==> config.mk <==
export PLATFORM = sky130hd
export DESIGN_NAME = stopwatch_ctrl
export DESIGN_NICKNAME = d
export VERILOG_FILES = /design/src/rtl/stopwatch_pkg.sv /design/src/rtl/stopwatch_edge_det.sv /design/src/rtl/stopwatch_ctrl.sv
export SDC_FILE = /design/constraint.sdc
export NUM_CORES = 1
export LEC_CHECK = 0
export ABC_AREA = 1
export CORE_UTILIZATION = 41
export DETAILED_ROUTE_END_ITERATION = 6
export PLACE_DENSITY = 0.79
export SLEW_MARGIN = 20
export SYNTH_ARGS = -nofsm -noshare
export SYNTH_HDL_FRONTEND = slang
export SYNTH_HIERARCHICAL = 1
export SYNTH_SLANG_ARGS = --single-unit
==> constraint.sdc <==
create_clock -name clk -period 1.8 [get_ports clk]
set_input_delay 0.45 -clock clk [delete_from_list [all_inputs] [get_ports clk]]
set_output_delay 0.45 -clock clk [all_outputs]
set_load 0.01 [all_outputs]
==> src/rtl/stopwatch_pkg.sv <==
// Shared types and constants for the stopwatch control sequencer.
// Digit limits describe an MM:SS chain, least significant digit first.
package stopwatch_pkg;

    typedef enum logic [2:0] {
        IDLE,
        LOAD,
        RUN,
        PAUSE,
        DONE
    } state_t;

    typedef enum logic {
        UP,
        DOWN
    } mode_t;

    localparam int DIGIT_W = 4;

    localparam logic [DIGIT_W-1:0] DIGIT_MAX [4] = '{4'd9, 4'd5, 4'd9, 4'd5};

    function automatic logic [DIGIT_W-1:0] clamp_digit(
        input logic [DIGIT_W-1:0] d,
        input logic [DIGIT_W-1:0] mx
    );
        return (d > mx) ? mx : d;
    endfunction

endpackage

==> src/rtl/stopwatch_edge_det.sv <==
// Registered rising-edge detector for one synchronized button level.
// One event per press: high only in the first cycle the level is seen high.
module stopwatch_edge_det (
    input  logic clk,
    input  logic reset,
    input  logic i_btn,
    output logic o_evt
);

    logic r_q;

    always_ff @(posedge clk or posedge reset) begin
        if (reset) begin
            r_q <= 1'b0;
        end else begin
            r_q <= i_btn;
        end
    end

    assign o_evt = i_btn & ~r_q;

endmodule

==> src/rtl/stopwatch_ctrl.sv <==
// Stopwatch control sequencer: run/pause/clear/mode control for the digit chain.
// Optional STOPWATCH_CTRL_AUTO_RELOAD_EN: down-count terminal reloads and keeps running.
module stopwatch_ctrl
    import stopwatch_pkg::*;
#(
    parameter int NUM_DIGITS = 4
) (
    input  logic                          clk,
    input  logic                          reset,
    input  logic                          tick,
    input  logic                          btn_start_stop,
    input  logic                          btn_clear,
    input  logic                          btn_mode,
    input  logic [DIGIT_W*NUM_DIGITS-1:0] preset,
    input  logic [DIGIT_W*NUM_DIGITS-1:0] digits,
    output logic                          cnt_en,
    output logic                          cnt_reverse,
    output logic [DIGIT_W*NUM_DIGITS-1:0] digit_set,
    output logic [DIGIT_W*NUM_DIGITS-1:0] digit_rst,
    output logic                          running,
    output logic                          done
);

    localparam int W = DIGIT_W * NUM_DIGITS;

    logic   w_ss;
    logic   w_clr;
    logic   w_md;
    logic   w_all_max;
    logic   w_term;
    logic   w_auto;
    logic   [W-1:0] w_load_val;
    state_t r_state;
    state_t w_state_nxt;
    mode_t  r_mode;
    mode_t  w_mode_nxt;
    logic   [W-1:0] r_set;
    logic   [W-1:0] r_rst;

    stopwatch_edge_det u_ss  (.clk(clk), .reset(reset), .i_btn(btn_start_stop), .o_evt(w_ss));
    stopwatch_edge_det u_clr (.clk(clk), .reset(reset), .i_btn(btn_clear),      .o_evt(w_clr));
    stopwatch_edge_det u_md  (.clk(clk), .reset(reset), .i_btn(btn_mode),       .o_evt(w_md));

    // Terminal detection and clamped preset, both straight off the inputs.
    always_comb begin
        w_all_max  = 1'b1;
        w_load_val = '0;
        for (int i = 0; i < NUM_DIGITS; i++) begin
            if (digits[i*DIGIT_W +: DIGIT_W] != DIGIT_MAX[i%4]) begin
                w_all_max = 1'b0;
            end
            w_load_val[i*DIGIT_W +: DIGIT_W] =
                clamp_digit(preset[i*DIGIT_W +: DIGIT_W], DIGIT_MAX[i%4]);
        end
        w_term = (r_mode == DOWN) ? (digits == '0) : w_all_max;
    end

`ifdef STOPWATCH_CTRL_AUTO_RELOAD_EN
    logic r_reload;

    assign w_auto = (r_state == RUN) & ~w_clr & ~w_ss & tick & w_term & (r_mode == DOWN);

    always_ff @(posedge clk or posedge reset) begin
        if (reset) begin
            r_reload <= 1'b0;
        end else begin
            r_reload <= w_auto;
        end
    end
`else
    logic r_reload;

    assign w_auto   = 1'b0;
    assign r_reload = 1'b0;
`endif

    always_ff @(posedge clk or posedge reset) begin
        if (reset) begin
            r_state <= IDLE;
            r_mode  <= UP;
        end else begin
            r_state <= w_state_nxt;
            r_mode  <= w_mode_nxt;
        end
    end

    always_comb begin
        w_state_nxt = r_state;
        w_mode_nxt  = r_mode;
        unique case (r_state)
            IDLE: begin
                if (w_clr) begin
                    w_state_nxt = LOAD;
                end else if (w_ss) begin
                    w_state_nxt = RUN;
                end
                if (w_md) begin
                    w_mode_nxt = (r_mode == UP) ? DOWN : UP;
                end
            end
            LOAD: begin
                w_state_nxt = r_reload ? RUN : IDLE;
            end
            RUN: begin
                if (w_clr) begin
                    w_state_nxt = LOAD;
                end else if (w_ss) begin
                    w_state_nxt = PAUSE;
                end else if (w_auto) begin
                    w_state_nxt = LOAD;
                end else if (tick && w_term) begin
                    w_state_nxt = DONE;
                end
            end
            PAUSE: begin
                if (w_clr) begin
                    w_state_nxt = LOAD;
                end else if (w_ss) begin
                    w_state_nxt = RUN;
                end
            end
            DONE: begin
                if (w_clr) begin
                    w_state_nxt = LOAD;
                end
                if (w_md) begin
                    w_mode_nxt = (r_mode == UP) ? DOWN : UP;
                end
            end
            default: begin
                w_state_nxt = IDLE;
            end
        endcase
    end

    // Set/reset vectors are registered on entry so they cover exactly the LOAD cycle.
    always_ff @(posedge clk or posedge reset) begin
        if (reset) begin
            r_set <= '0;
            r_rst <= '1;
        end else if (w_state_nxt == LOAD) begin
            if (w_mode_nxt == DOWN) begin
                r_set <= w_load_val;
                r_rst <= ~w_load_val;
            end else begin
                r_set <= '0;
                r_rst <= '1;
            end
        end else begin
            r_set <= '0;
            r_rst <= '0;
        end
    end

    assign cnt_en      = tick & (r_state == RUN) & ~w_term;
    assign cnt_reverse = (r_mode == DOWN);
    assign running     = (r_state == RUN);
    assign done        = (r_state == DONE) | w_auto;
    assign digit_set   = r_set;
    assign digit_rst   = r_rst;

endmodule
==> results by group, run 1 <==
CTS
  – Clock-pin slew on the worst setup and hold paths: approximately 0.07 ns
  – Clock Path Buffers: 2
  – H-Tree Level Count: 2
  – CTS tree: yes
  – Clock Sinks: 39
  – Clock root buffer: clkbuf_8
  – CTS buffer count: 5
  – Skew-Pair Late Insertion Delay: 0.29 ns

GRT
  – Overflow after GRT: 0
  – First-pass GRT wire length: 5540 um
  – Vias in the first global route: 1294
  – Largest net degree at the start of global routing: 37
  – GRT Util Overall: 0.175
  – Initial antenna violation count: 0

Drt
  – Final WL: 3820 um
  – Drt wl/cell: about 12 um
  – Drt first pass iters: 4
  – Post-route ant nets: 0
  – DRC viols: 0
  – Drt via density: approximately 4.4
  – Routed vias: around 1500
  – DR iter-0 viols: 52

Logic synthesis
  – YS warnings: 6
  – Ys async rst share: 1.00
  – Syn Std Cell Area: between 1500 and 2000 um^2
  – Synth area leader: dfrtp_1
  – Mapped Avg Cell Area: ~8.9 um^2
  – Commonest cells in the netlist: inv_1 (47), nor2_1 (37), dfrtp_1 (23), nand2_1 (19), dfstp_2 (16)
  – Number of library cell types mapped by synthesis: 18
  – Register area share after synthesis: 0.593
  – Most frequent cell after synthesis: inv_1
  – Yosys top cell area share: 0.343
  – Top post-synthesis cells by area: dfrtp_1 (34%), dfstp_2 (25%), inv_1 (11%)
  – Syn Inst Count: approximately 190
  – Primary FF master, synth: dfrtp_1
  – Post-synth EDFFs: 0
  – Seq cells post-synth: 39

Worst setup path
  – R2R setup slack: between 0.3 and 0.4 ns
  – Worst EP required: roughly 1.4 ns
  – RR Endpoint: digit_set[9]
  – Worst EP arrival: around 1.3 ns
  – Worst setup SP type: input port
  – Crit-path max cell delay: about 0.14 ns
  – Crit path buf inv count: 3
  – CP max-delay cell: nor2_1
  – CP top delay family: simple AND/OR/NAND/NOR gates
  – Cells on worst reg2reg path: 8
  – Top fanout value on the critical path: 2
  – Critical setup path kind: in -> out
  – Critical Path, Cell by Cell: dlymetal6s2s_1 > nor2_1 > nand2_1 > nor2_1 > nand3_1 > nand4_1 > inv_1 > buf_2
  – CP endpoint kind: primary output
  – Crit-path most repeated cell: nor2_1
  – Worst r2r src: r_state[0]

Timing
  – Post-Route Skew: 0.00470 ns
  – Worst Hold Margin: about 0.38 ns
  – Period utilization: 0.956
  – RSZ-0062 raised after global routing: true
  – Final Hold Fails: 0
  – Final Max Slew Viols: 0
  – Final setup fails: 0
  – Fin crit period: approximately 1.7 ns
  – Setup_tns: 0 ns
  – Highest clock rate: 581 MHz

Pwr
  – Sequential power share: 0.358
  – Clock share of power: 0.154
  – Internal: around 2300 uW
  – P_sw: 1280 uW
  – Sw Share: 0.353
  – P_leak: around 0.0016 uW
  – Total power: roughly 3600 uW
  – Worst vdd ir: about 770 uV
  – Logic pwr share: 0.488
  – Cell Pwr Density: ~1300 nW/um^2

Floorplan
  – Die area: roughly 4400 um^2
  – Initial Util: 0.442
  – Chip Height: ~66 um
  – Row Count: 22
  – Core ar.: about 3800 um^2
  – Top Ports: 74
  – Die X: around 66 um

Placement
  – Final Wtd Congestion: between 0.8 and 0.9
  – Port Buffers: 73
  – Hpwl dp: roughly 2600 um

Outcome
  – Status: finished clean

Cells and area
  – Nets: 319
  – Ratio of cells with drive above 1 in the final layout: 0.238
  – Diodes inserted: 0
  – Area Overhead vs Synth: 65.4%

Hold path
  – HP Class: in -> async

Job
  – Max-Cap Viols: 0
-- worst max-delay path by stage --
stage	cells past startpoint	slack, ns	end	from
3_3_place_gp	8	-0.50	cnt_en	digits[5]
5_1_grt	10	-0.03	digit_rst[10]	btn_clear
2_1_floorplan	10	0.39	digit_rst[5]	digits[13]
6_report	8	0.08	cnt_en	digits[15]
3_5_place_dp	8	-0.51	cnt_en	digits[5]
4_1_cts	9	-0.17	cnt_en	digits[8]
-- state kept, by name, summed over array words and instances (netlist names) --
name         flops
u_ss/r_q         1
cnt_reverse      1
digit_rst       16
u_clr/r_q        1
digit_set       16
r_state          3
u_md/r_q         1
-- area by class of cell --
| type | instances | area [um^2] |
|---|---|---|
| clock buffers | 6 | 72.6 |
| clock inverters | 2 | 12.5 |
| fillers | 290 | 1020 |
| inverters | 49 | 186 |
| multi-input cells | 99 | 522 |
| flip-flops and latches | 39 | 996 |
| well taps | 48 | 60.1 |
| repair buffers | 87 | 927 |
-- power groups by stage --
stage / combinational (uW) / clock, uW / sequential (uW)
after floorplan: 735 / 0 / 1430
after global placement: 1620 / 0 / 1310
after detailed placement: 1650 / 0 / 1310
after CTS: 1610 / 578 / 1300
after global routing: 1940 / 625 / 1320
final: 1770 / 556 / 1300
-- per-stage QoR --
step,worst slack (ns),area [um^2],cells,util
floorplan,0.390,1680,190,-
global placement,-0.505,2550,320,0.673
detailed placement,-0.506,2550,320,0.673
CTS,-0.169,2630,328,0.693
global route,-0.0276,2780,330,0.731
finish,0.0797,2780,330,0.731
-- placed cells by master, fill, tap and decap left out, types with 2 or more instances in the layout --
master / instances
nand4_1: 3
buf_4: 11
clkbuf_8: 5
nor2_2: 14
nor3_2: 2
dfrtp_1: 23
conb_1: 2
buf_12: 2
dlymetal6s2s_1: 27
clkdlybuf4s50_1: 38
dfstp_2: 16
nor2_4: 2
nor2_1: 31
a21oi_1: 7
nand2_1: 18
inv_1: 47
dlygate4sd2_1: 4
nand2_2: 2
clkbuf_2: 2
nor3_1: 3
nand3_1: 5
o21ai_0: 4
-- cells by family (layout without fill, tap and decap cells) --
family,after synthesis,in the layout,synth area share
compound gates,15,15,0.0455
simple gates,81,81,0.213
xor+xnor,1,1,0.0164
buf+inv,52,144,0.130
flops,39,39,0.593
other cells,1,2,0.00223
-- metal layers --
| metal | vias up | global-route usage | wire length, um |
|---|---|---|---|
| li1 | 734 | - | - |
| met1 | 671 | 0.204 | 1540 |
| met5 | - | 0 | 0 |
| met3 | 9 | 0.0431 | 196 |
| met2 | 48 | 0.301 | 2010 |
| met4 | 0 | 0.0771 | 74 |
-- repair_timing --
item	CTS	global route
resized for setup	13	47
pin swaps	1	15
cloned	0	1
endpoints found under the setup margin	7	45
hold buffers	0	0
setup buffers	0	1
(Power assumes the default switching activity.)
==> run 2: changes to the inputs <==
Settings changed: SLEW_MARGIN 20 to not set.
==> results of run 2 <==
The final DEF is identical to that of run 1; final timing and power are the same.
